## src/rtl/qea_loader.sv

```systemverilog
// qea_loader: host-side sequencer for the QEA core. Loads gate context, clears the state
// RAM to |0..0>, pulses start, times the run, then streams the final state vector out.
module qea_loader #(
  parameter int PE_NUM                  = 4,
  parameter int PE_NUM_WIDTH            = 2,
  parameter int MAX_QBIT_WIDTH          = 6,
  parameter int STATE_DATA_WIDTH        = 64,
  parameter int STATE_ADDR_WIDTH        = 16,
  parameter int GATE_CONTEXT_DATA_WIDTH = 64,
  parameter int GATE_CONTEXT_ADDR_WIDTH = 16,
  parameter logic [STATE_DATA_WIDTH-1:0] ONE_VALUE = 64'h40000000_00000000
) (
  input  logic                                 clk,
  input  logic                                 rst,
  input  logic                                 i_cmd_start,
  input  logic [MAX_QBIT_WIDTH-1:0]            i_qbit_num,
  input  logic [GATE_CONTEXT_ADDR_WIDTH-1:0]   i_ins_num,
  input  logic                                 i_ctx_valid,
  output logic                                 o_ctx_ready,
  input  logic [GATE_CONTEXT_DATA_WIDTH-1:0]   i_ctx_data,
  output logic                                 o_ctx_en,
  output logic                                 o_ctx_wea,
  output logic [GATE_CONTEXT_ADDR_WIDTH-1:0]   o_ctx_addr,
  output logic [GATE_CONTEXT_DATA_WIDTH-1:0]   o_ctx_data,
  output logic [PE_NUM-1:0]                    o_state_ena,
  output logic [PE_NUM-1:0]                    o_state_wea,
  output logic [STATE_ADDR_WIDTH-1:0]          o_state_addra,
  output logic [PE_NUM*STATE_DATA_WIDTH-1:0]   o_state_dina,
  input  logic [PE_NUM*STATE_DATA_WIDTH-1:0]   i_state_dout,
  output logic                                 o_qea_start,
  input  logic                                 i_qea_complete,
  output logic                                 o_res_valid,
  input  logic                                 i_res_ready,
  output logic [PE_NUM*STATE_DATA_WIDTH-1:0]   o_res_data,
  output logic                                 o_res_last,
  output logic                                 o_busy,
  output logic                                 o_done,
  output logic                                 o_err,
  output logic [31:0]                          o_cycles,
  output logic [3:0]                           o_dbg_state
);

  localparam int RES_W        = PE_NUM * STATE_DATA_WIDTH;
  localparam int GUARD_CYCLES = 2;

  typedef enum logic [3:0] {
    S_IDLE, S_CTX, S_INIT, S_START, S_RUN, S_RD_ISSUE, S_RD_WAIT, S_RD_HOLD, S_DONE
  } state_t;

  state_t                               r_state;
  logic                                 r_ctx_ready;
  logic                                 r_ctx_en;
  logic [GATE_CONTEXT_ADDR_WIDTH-1:0]   r_ctx_addr;
  logic [GATE_CONTEXT_DATA_WIDTH-1:0]   r_ctx_data;
  logic [GATE_CONTEXT_ADDR_WIDTH-1:0]   r_ins_num;
  logic [GATE_CONTEXT_ADDR_WIDTH-1:0]   r_ctx_idx;
  logic [PE_NUM-1:0]                    r_state_en;
  logic [PE_NUM-1:0]                    r_state_we;
  logic [STATE_ADDR_WIDTH-1:0]          r_state_addr;
  logic [RES_W-1:0]                     r_state_din;
  logic [STATE_ADDR_WIDTH-1:0]          r_word;
  logic [STATE_ADDR_WIDTH-1:0]          r_last_word;
  logic                                 r_qea_start;
  logic                                 r_res_valid;
  logic [RES_W-1:0]                     r_res_data;
  logic                                 r_res_last;
  logic                                 r_busy;
  logic                                 r_done;
  logic                                 r_err;
  logic [31:0]                          r_cycles;

  logic                                 w_illegal;
  logic [MAX_QBIT_WIDTH-1:0]            w_shift;
  logic [STATE_ADDR_WIDTH-1:0]          w_last_word;
  logic [RES_W-1:0]                     w_init_word;

  assign w_illegal   = (i_qbit_num < MAX_QBIT_WIDTH'(PE_NUM_WIDTH)) ||
                       (i_qbit_num > MAX_QBIT_WIDTH'(STATE_ADDR_WIDTH + PE_NUM_WIDTH));
  assign w_shift     = i_qbit_num - MAX_QBIT_WIDTH'(PE_NUM_WIDTH);
  // N-1 as a mask; a shift of STATE_ADDR_WIDTH yields all-ones (full RAM).
  assign w_last_word = ~({STATE_ADDR_WIDTH{1'b1}} << w_shift);
  assign w_init_word = RES_W'(ONE_VALUE) << ((PE_NUM - 1) * STATE_DATA_WIDTH);

  // Handshakes (ctx and res): a word moves on a clock edge where valid and ready are both
  // high; while valid waits for ready, valid stays high and data stays stable.
  always_ff @(posedge clk) begin
    if (rst) begin
      r_state      <= S_IDLE;
      r_ctx_ready  <= 1'b0;
      r_ctx_en     <= 1'b0;
      r_ctx_addr   <= '0;
      r_ctx_data   <= '0;
      r_ins_num    <= '0;
      r_ctx_idx    <= '0;
      r_state_en   <= '0;
      r_state_we   <= '0;
      r_state_addr <= '0;
      r_state_din  <= '0;
      r_word       <= '0;
      r_last_word  <= '0;
      r_qea_start  <= 1'b0;
      r_res_valid  <= 1'b0;
      r_res_data   <= '0;
      r_res_last   <= 1'b0;
      r_busy       <= 1'b0;
      r_done       <= 1'b0;
      r_err        <= 1'b0;
      r_cycles     <= '0;
    end else begin
      r_ctx_en    <= 1'b0;
      r_state_en  <= '0;
      r_state_we  <= '0;
      r_qea_start <= 1'b0;
      r_done      <= 1'b0;
      case (r_state)
        S_IDLE: begin
          if (i_cmd_start) begin
            if (w_illegal) begin
              r_err  <= 1'b1;
              r_done <= 1'b1;
            end else begin
              r_err       <= 1'b0;
              r_busy      <= 1'b1;
              r_ins_num   <= i_ins_num;
              r_last_word <= w_last_word;
              r_ctx_idx   <= '0;
              r_word      <= '0;
              if (i_ins_num == '0) begin
                r_state <= S_INIT;
              end else begin
                r_state     <= S_CTX;
                r_ctx_ready <= 1'b1;
              end
            end
          end
        end
        S_CTX: begin
          if (i_ctx_valid && r_ctx_ready) begin
            r_ctx_en   <= 1'b1;
            r_ctx_addr <= r_ctx_idx;
            r_ctx_data <= i_ctx_data;
            r_ctx_idx  <= r_ctx_idx + GATE_CONTEXT_ADDR_WIDTH'(1);
            if (r_ctx_idx == r_ins_num - GATE_CONTEXT_ADDR_WIDTH'(1)) begin
              r_ctx_ready <= 1'b0;
              r_state     <= S_INIT;
            end
          end
        end
        S_INIT: begin
          r_state_en   <= '1;
          r_state_we   <= '1;
          r_state_addr <= r_word;
          r_state_din  <= (r_word == '0) ? w_init_word : '0;
          if (r_word == r_last_word) begin
            r_word  <= '0;
            r_state <= S_START;
          end else begin
            r_word <= r_word + STATE_ADDR_WIDTH'(1);
          end
        end
        S_START: begin
          r_qea_start <= 1'b1;
          r_cycles    <= '0;
          r_state     <= S_RUN;
        end
        S_RUN: begin
          // r_cycles counts from the pulse cycle, so it doubles as the complete guard.
          if (i_qea_complete && (r_cycles > 32'(GUARD_CYCLES))) begin
            r_state_en   <= '1;
            r_state_addr <= r_word;
            r_state      <= S_RD_ISSUE;
          end else if (!(&r_cycles)) begin
            r_cycles <= r_cycles + 32'd1;
          end
        end
        S_RD_ISSUE: r_state <= S_RD_WAIT;
        S_RD_WAIT: begin
          r_res_valid <= 1'b1;
          r_res_data  <= i_state_dout;
          r_res_last  <= (r_word == r_last_word);
          r_state     <= S_RD_HOLD;
        end
        S_RD_HOLD: begin
          if (r_res_valid && i_res_ready) begin
            r_res_valid <= 1'b0;
            r_res_last  <= 1'b0;
            if (r_word == r_last_word) begin
              r_done  <= 1'b1;
              r_state <= S_DONE;
            end else begin
              r_word       <= r_word + STATE_ADDR_WIDTH'(1);
              r_state_en   <= '1;
              r_state_addr <= r_word + STATE_ADDR_WIDTH'(1);
              r_state      <= S_RD_ISSUE;
            end
          end
        end
        S_DONE: begin
          r_busy  <= 1'b0;
          r_state <= S_IDLE;
        end
        default: r_state <= S_IDLE;
      endcase
    end
  end

  assign o_ctx_ready   = r_ctx_ready;
  assign o_ctx_en      = r_ctx_en;
  assign o_ctx_wea     = r_ctx_en;
  assign o_ctx_addr    = r_ctx_addr;
  assign o_ctx_data    = r_ctx_data;
  assign o_state_ena   = r_state_en;
  assign o_state_wea   = r_state_we;
  assign o_state_addra = r_state_addr;
  assign o_state_dina  = r_state_din;
  assign o_qea_start   = r_qea_start;
  assign o_res_valid   = r_res_valid;
  assign o_res_data    = r_res_data;
  assign o_res_last    = r_res_last;
  assign o_busy        = r_busy;
  assign o_done        = r_done;
  assign o_err         = r_err;
  assign o_cycles      = r_cycles;
  assign o_dbg_state   = r_state;

endmodule

```

## config.mk

```make
export PLATFORM = sky130hd
export DESIGN_NAME = qea_loader
export DESIGN_NICKNAME = d
export VERILOG_FILES = /design/src/rtl/qea_loader.sv
export SDC_FILE = /design/constraint.sdc
export NUM_CORES = 1
export LEC_CHECK = 0
export CAP_MARGIN = 20
export CORE_AREA = 2 2 392 394
export CTS_CLUSTER_SIZE = 20
export DETAILED_ROUTE_END_ITERATION = 6
export DIE_AREA = 0 0 394 396
export PLACE_DENSITY = 0.46
export SYNTH_ARGS = -nofsm -noshare
export SYNTH_HDL_FRONTEND = slang
export SYNTH_SLANG_ARGS = --single-unit
export TNS_END_PERCENT = 10
```

## constraint.sdc

```tcl
create_clock -name clk -period 2.85 [get_ports clk]
set_input_delay 0.57 -clock clk [delete_from_list [all_inputs] [get_ports clk]]
set_output_delay 0.57 -clock clk [all_outputs]
set_load 0.01 [all_outputs]
```

==> flow_summary_export.csv, run 1 <==
group,metric,value,unit
status,status,"complete, no violations",
timing,rsz0062_at_grt,"false",
clocking,cts_buffer_depth,3,
clocking,cts_buffers,66,
final_layout,regArea,0.00927,mm2
placement,io_buffers,753,
global_routing,antenna_found_initial,31,
floorplanning,die-area,0.156,mm2
drt,wire_per_inst,18.0,um
placement,hpwl,76700,um
placement,gp_congestion,0.883,
final_layout,nets,3715,
drt,routed_wirelength,97900,um
power,leakagePower,10.9,nW
critical_path,r2r_start,"r_ins_num[0]$_SDFFE_PP0P_",
final_layout,design_area,0.0319,mm2
yosys,avgSynthCellArea,7.74,um2
yosys,synth_cells,2603,
clocking,clock_sinks,463,
global_routing,grt_pass1_vias,18600,
global_routing,grt_pass1_wl,136000,um
power,ir_drop,0.411,mV
yosys,syn-cell-area,0.0201,mm2
final_layout,synthToLayoutAreaGrowth,58.5,%
power,total_power,0.0177,W
timing,fin_skew,0.0334,ns
yosys,synth_area_leaders,"dfxtp_1 (46%), nand2_1 (14%), buf_4 (9.8%)",
floorplanning,core_area,0.152,mm2
final_layout,drive_gt1_frac,0.0672,
timing,hold_violations,0,
yosys,ys_seq_area_frac,0.460,
critical_path,path_max_fanout,8,
yosys,yosysMostFrequentCell,"nand2_1",
clocking,cts_tree,"done",
drt,antenna_left,0,
placement,placed_cell_area,0.0296,mm2
clocking,clock_latency,0.67,ns
yosys,yosysUniqueCellTypes,64,
timing,worst_slew_margin_rel,0.426,
timing,final-setup-viol-count,0,
timing,period_share,0.955,
floorplanning,ios,1009,
drt,first_iter_violations,1086,
critical_path,crit_path_start,"r_ins_num[0]$_SDFFE_PP0P_",
placement,place_ws,-0.492,ns
critical_path,reg2reg_depth,8,
final_layout,finalNonFillerCells,5444,
floorplanning,fp.dieH,396,um
yosys,synth_flop_cell,"dfxtp_1",
global_routing,grt_usage,0.120,
hold_path,hold_path_class,"input pin to flop",
critical_path,worstPathRequired,3.38,ns
hold_path,hold_depth,2,
clocking,post_cts_buffers,0,
placement,place_inst,5321,
power,power.density,553,mW/mm2
timing,fin_crit,2.72,ns
final_layout,multi_input_area,0.00914,mm2
critical_path,crit_type,"flop to flop",
drt,vias,19800,
hold_path,min_to,"o_cycles[1]$_SDFFE_PP0P_",
critical_path,r2r_slack,0.13,ns
yosys,synth-seq-cells,463,
hold_path,hp-start,"rst",
critical_path,worstPathArrival,3.25,ns
clocking,cts-root-buf,"clkbuf_16",
timing,slew_violations,0,
yosys,synth_top_area_cell,"dfxtp_1",
drt,viasPerCell,3.63,
critical_path,cp-end-kind,"flop",
timing,worst_pin_slew,0.854,ns
critical_path,start_kind,"flop",
floorplanning,initial_utilization,0.133,
global_routing,grt_start_max_net_pins,92,
timing,finalWorstSetupSlack,0.129,ns
yosys,synthTopCellsByCount,"nand2_1 (762), dfxtp_1 (463), a21oi_1 (389), buf_4 (262), clkbuf_1 (152)",
drt,drc,0,
final_layout,fill_cells,16900,
global_routing,globalRouteOverflowTotal,0,
clocking,clk_pin_slew_worst_paths,0.06,ns
yosys,async_reset_ff_frac,0,
timing,clock.fmax,368,MHz
final_layout,post-route-util,0.211,
clocking,htree_levels,3,
yosys,synth_top_area_frac,0.460,
yosys,synth_edf_count,0,
floorplanning,die_x,394,um
flow_run,max_cap_violations,0,
yosys,ys.warnings.count,0,
floorplanning,num_rows,143,
drt,firstDrtPassIters,5,
critical_path,reg2reg_to,"o_ctx_ready$_SDFFE_PP0P_",
placed cells by master (no fill, tap or decap), types with 10 or more instances in the layout:
master,netlist,final
a211oi_1,18,18
buf_12,0,18
dfxtp_1,463,463
nand3_1,32,31
conb_1,1,255
xnor2_1,47,47
nor3_1,50,49
clkbuf_8,0,13
nor2b_1,12,11
a21oi_1,389,389
buf_4,262,91
clkbuf_16,0,66
inv_1,27,27
clkbuf_1,152,16
clkdlybuf4s50_1,0,752
o21ai_0,34,34
or3_1,24,24
nand4_1,18,18
nor2_1,122,121
a31oi_1,11,10
nand2_1,762,761
nor4_1,34,34
xor2_1,39,39
critical path, cell delays in order (launching register included):
cell and delay, ns:
dfxtp_1 0.31, buf_4 0.15, or4_1 0.63, nor2_1 0.26
nand3b_1 0.10, a31o_2 0.24, a2111oi_1 0.40, and4bb_2 0.40
a211oi_1 0.10
how the worst max path moves through the flow:
stage	to	slack, ns
after CTS	o_ctx_ready$_SDFFE_PP0P_	0.12
after detailed placement	r_word[11]$_SDFFE_PP0P_	-0.49
after global routing	o_ctx_ready$_SDFFE_PP0P_	0.002
after floorplan	r_word[8]$_SDFFE_PP0P_	0.17
final	o_ctx_ready$_SDFFE_PP0P_	0.13
after global placement	r_word[11]$_SDFFE_PP0P_	-0.47
area by class of cell:
cell class	count	share of cell area
diodes	8	0.000627
well taps	2030	0.0796
clock buffers	95	0.0592
multi-input cells	1938	0.286
flip-flops and latches	463	0.290
inverters	28	0.00329
clock inverters	20	0.0115
repair buffers	862	0.269
what timing repair did:
item,4_1_cts,5_1_grt
gates resized for setup,2,0
hold buffers,0,0
endpoints found under the setup margin,3,0
per-stage QoR:
step | hold slack, ns | setup TNS, ns
global route | 0.353 | 0
finish | 0.356 | 0
floorplan | 0.430 | 0
CTS | 0.311 | 0
detailed placement | 0.445 | -10.83
global placement | 0.441 | -9.93
registers in the layout, summed over array words and instances (netlist names), 4 cells and up:
| register | cells |
|---|---|
| o_ctx_addr | 16 |
| o_cycles | 32 |
| r_ctx_idx | 16 |
| o_state_addra | 16 |
| o_ctx_data | 64 |
| o_dbg_state | 4 |
| o_res_data | 256 |
| r_ins_num | 16 |
| r_word | 16 |
| r_last_word | 16 |
logic make-up (layout without fill, tap and decap cells):
family / count (synthesis) / after routing / share of synthesized area
fa+ha+maj: 8 / 8 / 0.00497
buf+inv: 456 / 1005 / 0.135
other cells: 1 / 263 / 0.000186
simple gates: 1099 / 1099 / 0.230
flops: 463 / 463 / 0.460
mux: 2 / 2 / 0.000994
xor+xnor: 86 / 86 / 0.0374
compound gates: 488 / 488 / 0.131
power by group:
part | internal, W | switching (W) | leakage [nW] | total (W)
logic | 0.00109 | 0.00123 | 6.05 | 0.00233
registers | 0.00664 | 0.000152 | 3.73 | 0.00679
clock network | 0.00506 | 0.00349 | 1.08 | 0.00855
per-layer routing:
metal	wire length [um]	GRT usage	part of all wire	vias to the layer above
met2	46600	0.199	0.48	707
met3	8640	0.0484	0.088	167
met4	3800	0.0489	0.039	40
met5	243	0	0.0025	-
met1	38600	0.136	0.39	9256
li1	-	-	-	9597
No activity file was read; power rests on OpenSTA's default activity.
==> run 2, diff against run 1 <==
Settings changed: PLACE_DENSITY 0.46 to default.
==> run 2 against run 1 <==
Count of clock-buffer cells in the layout is 18 lower. Total power is 0.32% lower. Cell count hardly changed. Fmax is 3.2% higher. Clock power is 1% lower. Sequential power hardly changed. Via count is 1.7% higher. Sequential share of layout area is 0.068 points lower. Cell area is 0.23% higher. Critical path type is now input pin to flop. Critical endpoint is now r_word[11]$_SDFFE_PP0P_. Largest power group unchanged. Highest routed layer unchanged.
==> flow_summary_export.csv, run 2 (synthesis results as in run 1) <==
group,metric,value,unit
status,status,"complete, no violations",
power,power_frac_comb,0.135,
global_routing,grt_start_max_net_pins,96,
drt,firstDrtPassIters,6,
critical_path,crit_type,"input pin to flop",
power,swShare,0.265,
critical_path,worstPathArrival,3.18,ns
critical_path,cp-end-kind,"flop",
power,p_switching,0.00466,W
clocking,cts_buffer_depth,3,
critical_path,cp_slowest_cell,"a2111o_1",
floorplanning,initial_utilization,0.133,
power,clkPwrFrac,0.479,
timing,worst_pin_slew,0.800,ns
power,power_frac_seq,0.386,
power,total_power,0.0176,W
global_routing,antenna_found_initial,25,
floorplanning,die_x,394,um
clocking,clock_latency,0.68,ns
placement,hpwl,84200,um
timing,clock.fmax,379,MHz
global_routing,globalRouteOverflowTotal,0,
clocking,cts_tree,"done",
placement,gp_congestion,0.936,
critical_path,cp_cell_sequence,"clkdlybuf4s50_1 > a211o_1 > a2111o_1 > and2_4 > or3_4 > buf_12 > or3b_1 > a21oi_1",
timing,slew_violations,0,
global_routing,grt_pass1_wl,143000,um
clocking,hold_buffers,0,
clocking,htree_levels,2,
floorplanning,ios,1009,
timing,worst_slew_margin_rel,0.462,
drt,vias,20100,
critical_path,start_kind,"input pin",
timing,hold_violations,0,
floorplanning,num_rows,143,
drt,drc,0,
final_layout,nets,3720,
hold_path,hold_path_class,"input pin to flop",
floorplanning,fp.dieH,396,um
power,leakagePower,10.9,nW
drt,viasPerCell,3.69,
timing,final-setup-viol-count,0,
clocking,cts-root-buf,"clkbuf_16",
timing,fin_skew,0.0680,ns
final_layout,drive_gt1_frac,0.0727,
final_layout,largest_reg_flops,256,
global_routing,grt_pass1_vias,18600,
timing,fin_crit,2.64,ns
final_layout,final_common_cell,"nand2_1",
floorplanning,die-area,0.156,mm2
critical_path,path_delay_family,"simple AND/OR/NAND/NOR gates",
critical_path,timing.critical_path.slowest_cell_delay,0.51,ns
final_layout,layout_common_cells,"nand2_1 (761), clkdlybuf4s50_1 (752), dfxtp_1 (463)",
global_routing,grt_usage,0.126,
critical_path,path_max_fanout,8,
clocking,cts_buffers,58,
critical_path,worstPathRequired,3.39,ns
final_layout,synthToLayoutAreaGrowth,58.9,%
floorplanning,core_area,0.152,mm2
power,p_int,0.0129,W
drt,routed_wirelength,104000,um
drt,first_iter_violations,1261,
timing,rsz0062_at_grt,"false",
flow_run,max_cap_violations,0,
timing,period_share,0.925,
clocking,clock_sinks,463,
clocking,clk_pin_slew_worst_paths,0.06,ns
placement,io_buffers,753,
drt,antenna_left,0,
critical_path,worst-path-buf-inv,2,
timing,hold_ws,0.343,ns
power,power.density,550,mW/mm2
final_layout,fill_cells,16900,
power,ir_drop,0.452,mV
drt,wire_per_inst,19.0,um
run 2: layer usage:
metal  part of all wire  up-vias  GRT usage
li1                   -     9594          -
met1               0.39     9499      0.146
met2               0.49      825      0.215
met3              0.096      140     0.0471
met4              0.026       36     0.0327
met5             0.0023        -          0
run 2: through the flow:
| step | setup TNS [ns] | util | setup slack [ns] | instance area (um2) | std cells |
|---|---|---|---|---|---|
| after floorplan | 0 | - | 0.171 | 21100 | 2857 |
| after global routing | 0 | 0.211 | 0.0322 | 32000 | 5441 |
| final | 0 | 0.211 | 0.213 | 32000 | 5446 |
| after detailed placement | -7.84 | 0.196 | -0.409 | 29800 | 5334 |
| after CTS | 0 | 0.211 | 0.0264 | 32000 | 5441 |
| after global placement | -6.62 | 0.196 | -0.356 | 29800 | 5334 |
run 2: final cells by class:
class                           instances  area, um2  area share
Sequential cell                       463       9270       0.290
Multi-Input combinational cell       1938       9160       0.286
Timing Repair Buffer                  875       8710       0.272
Tap cell                             2030       2540      0.0794
Clock buffer                           77       1660      0.0520
Clock inverter                         30        541      0.0169
Inverter                               28        105     0.00328
Antenna cell                            5       12.5    0.000391
run 2: path summary, 6_finish.rpt:
kind              slack, ns                          end                         from  depth (start not counted)
setup / recovery       0.21      r_word[11]$_SDFFE_PP0P_                i_qbit_num[0]                          8
hold / removal         0.34     o_cycles[0]$_SDFFE_PP0P_                          rst                          2
hold reg to reg        0.45  o_res_data[67]$_SDFFE_PP0P_  o_res_data[67]$_SDFFE_PP0P_                          2
setup reg to reg       0.25     o_ctx_ready$_SDFFE_PP0P_    r_ins_num[1]$_SDFFE_PP0P_                          7
run 2: power by group through the flow:
stage | Clock, W | Sequential [W] | Combinational, W
after floorplan | 0 | 0.00692 | 0.00130
after CTS | 0.00869 | 0.00681 | 0.00240
after global placement | 0 | 0.00694 | 0.00237
after detailed placement | 0 | 0.00695 | 0.00238
final | 0.00843 | 0.00680 | 0.00238
after global routing | 0.00895 | 0.00683 | 0.00259
run 2: timing repair:
item / CTS / global route
gates resized for setup: 1 / 5
buffers inserted: 0 / 0
endpoints found under the setup margin: 3 / 3
endpoints found under the hold margin: 0 / 0
gates cloned: 0 / 0
pin swaps: 0 / 1
==> run 3, diff against run 2 <==
Settings changed: HOLD_SLACK_MARGIN from default to 0.05.
==> results of run 3 <==
Final layout, timing and power as in run 2 (identical DEF).
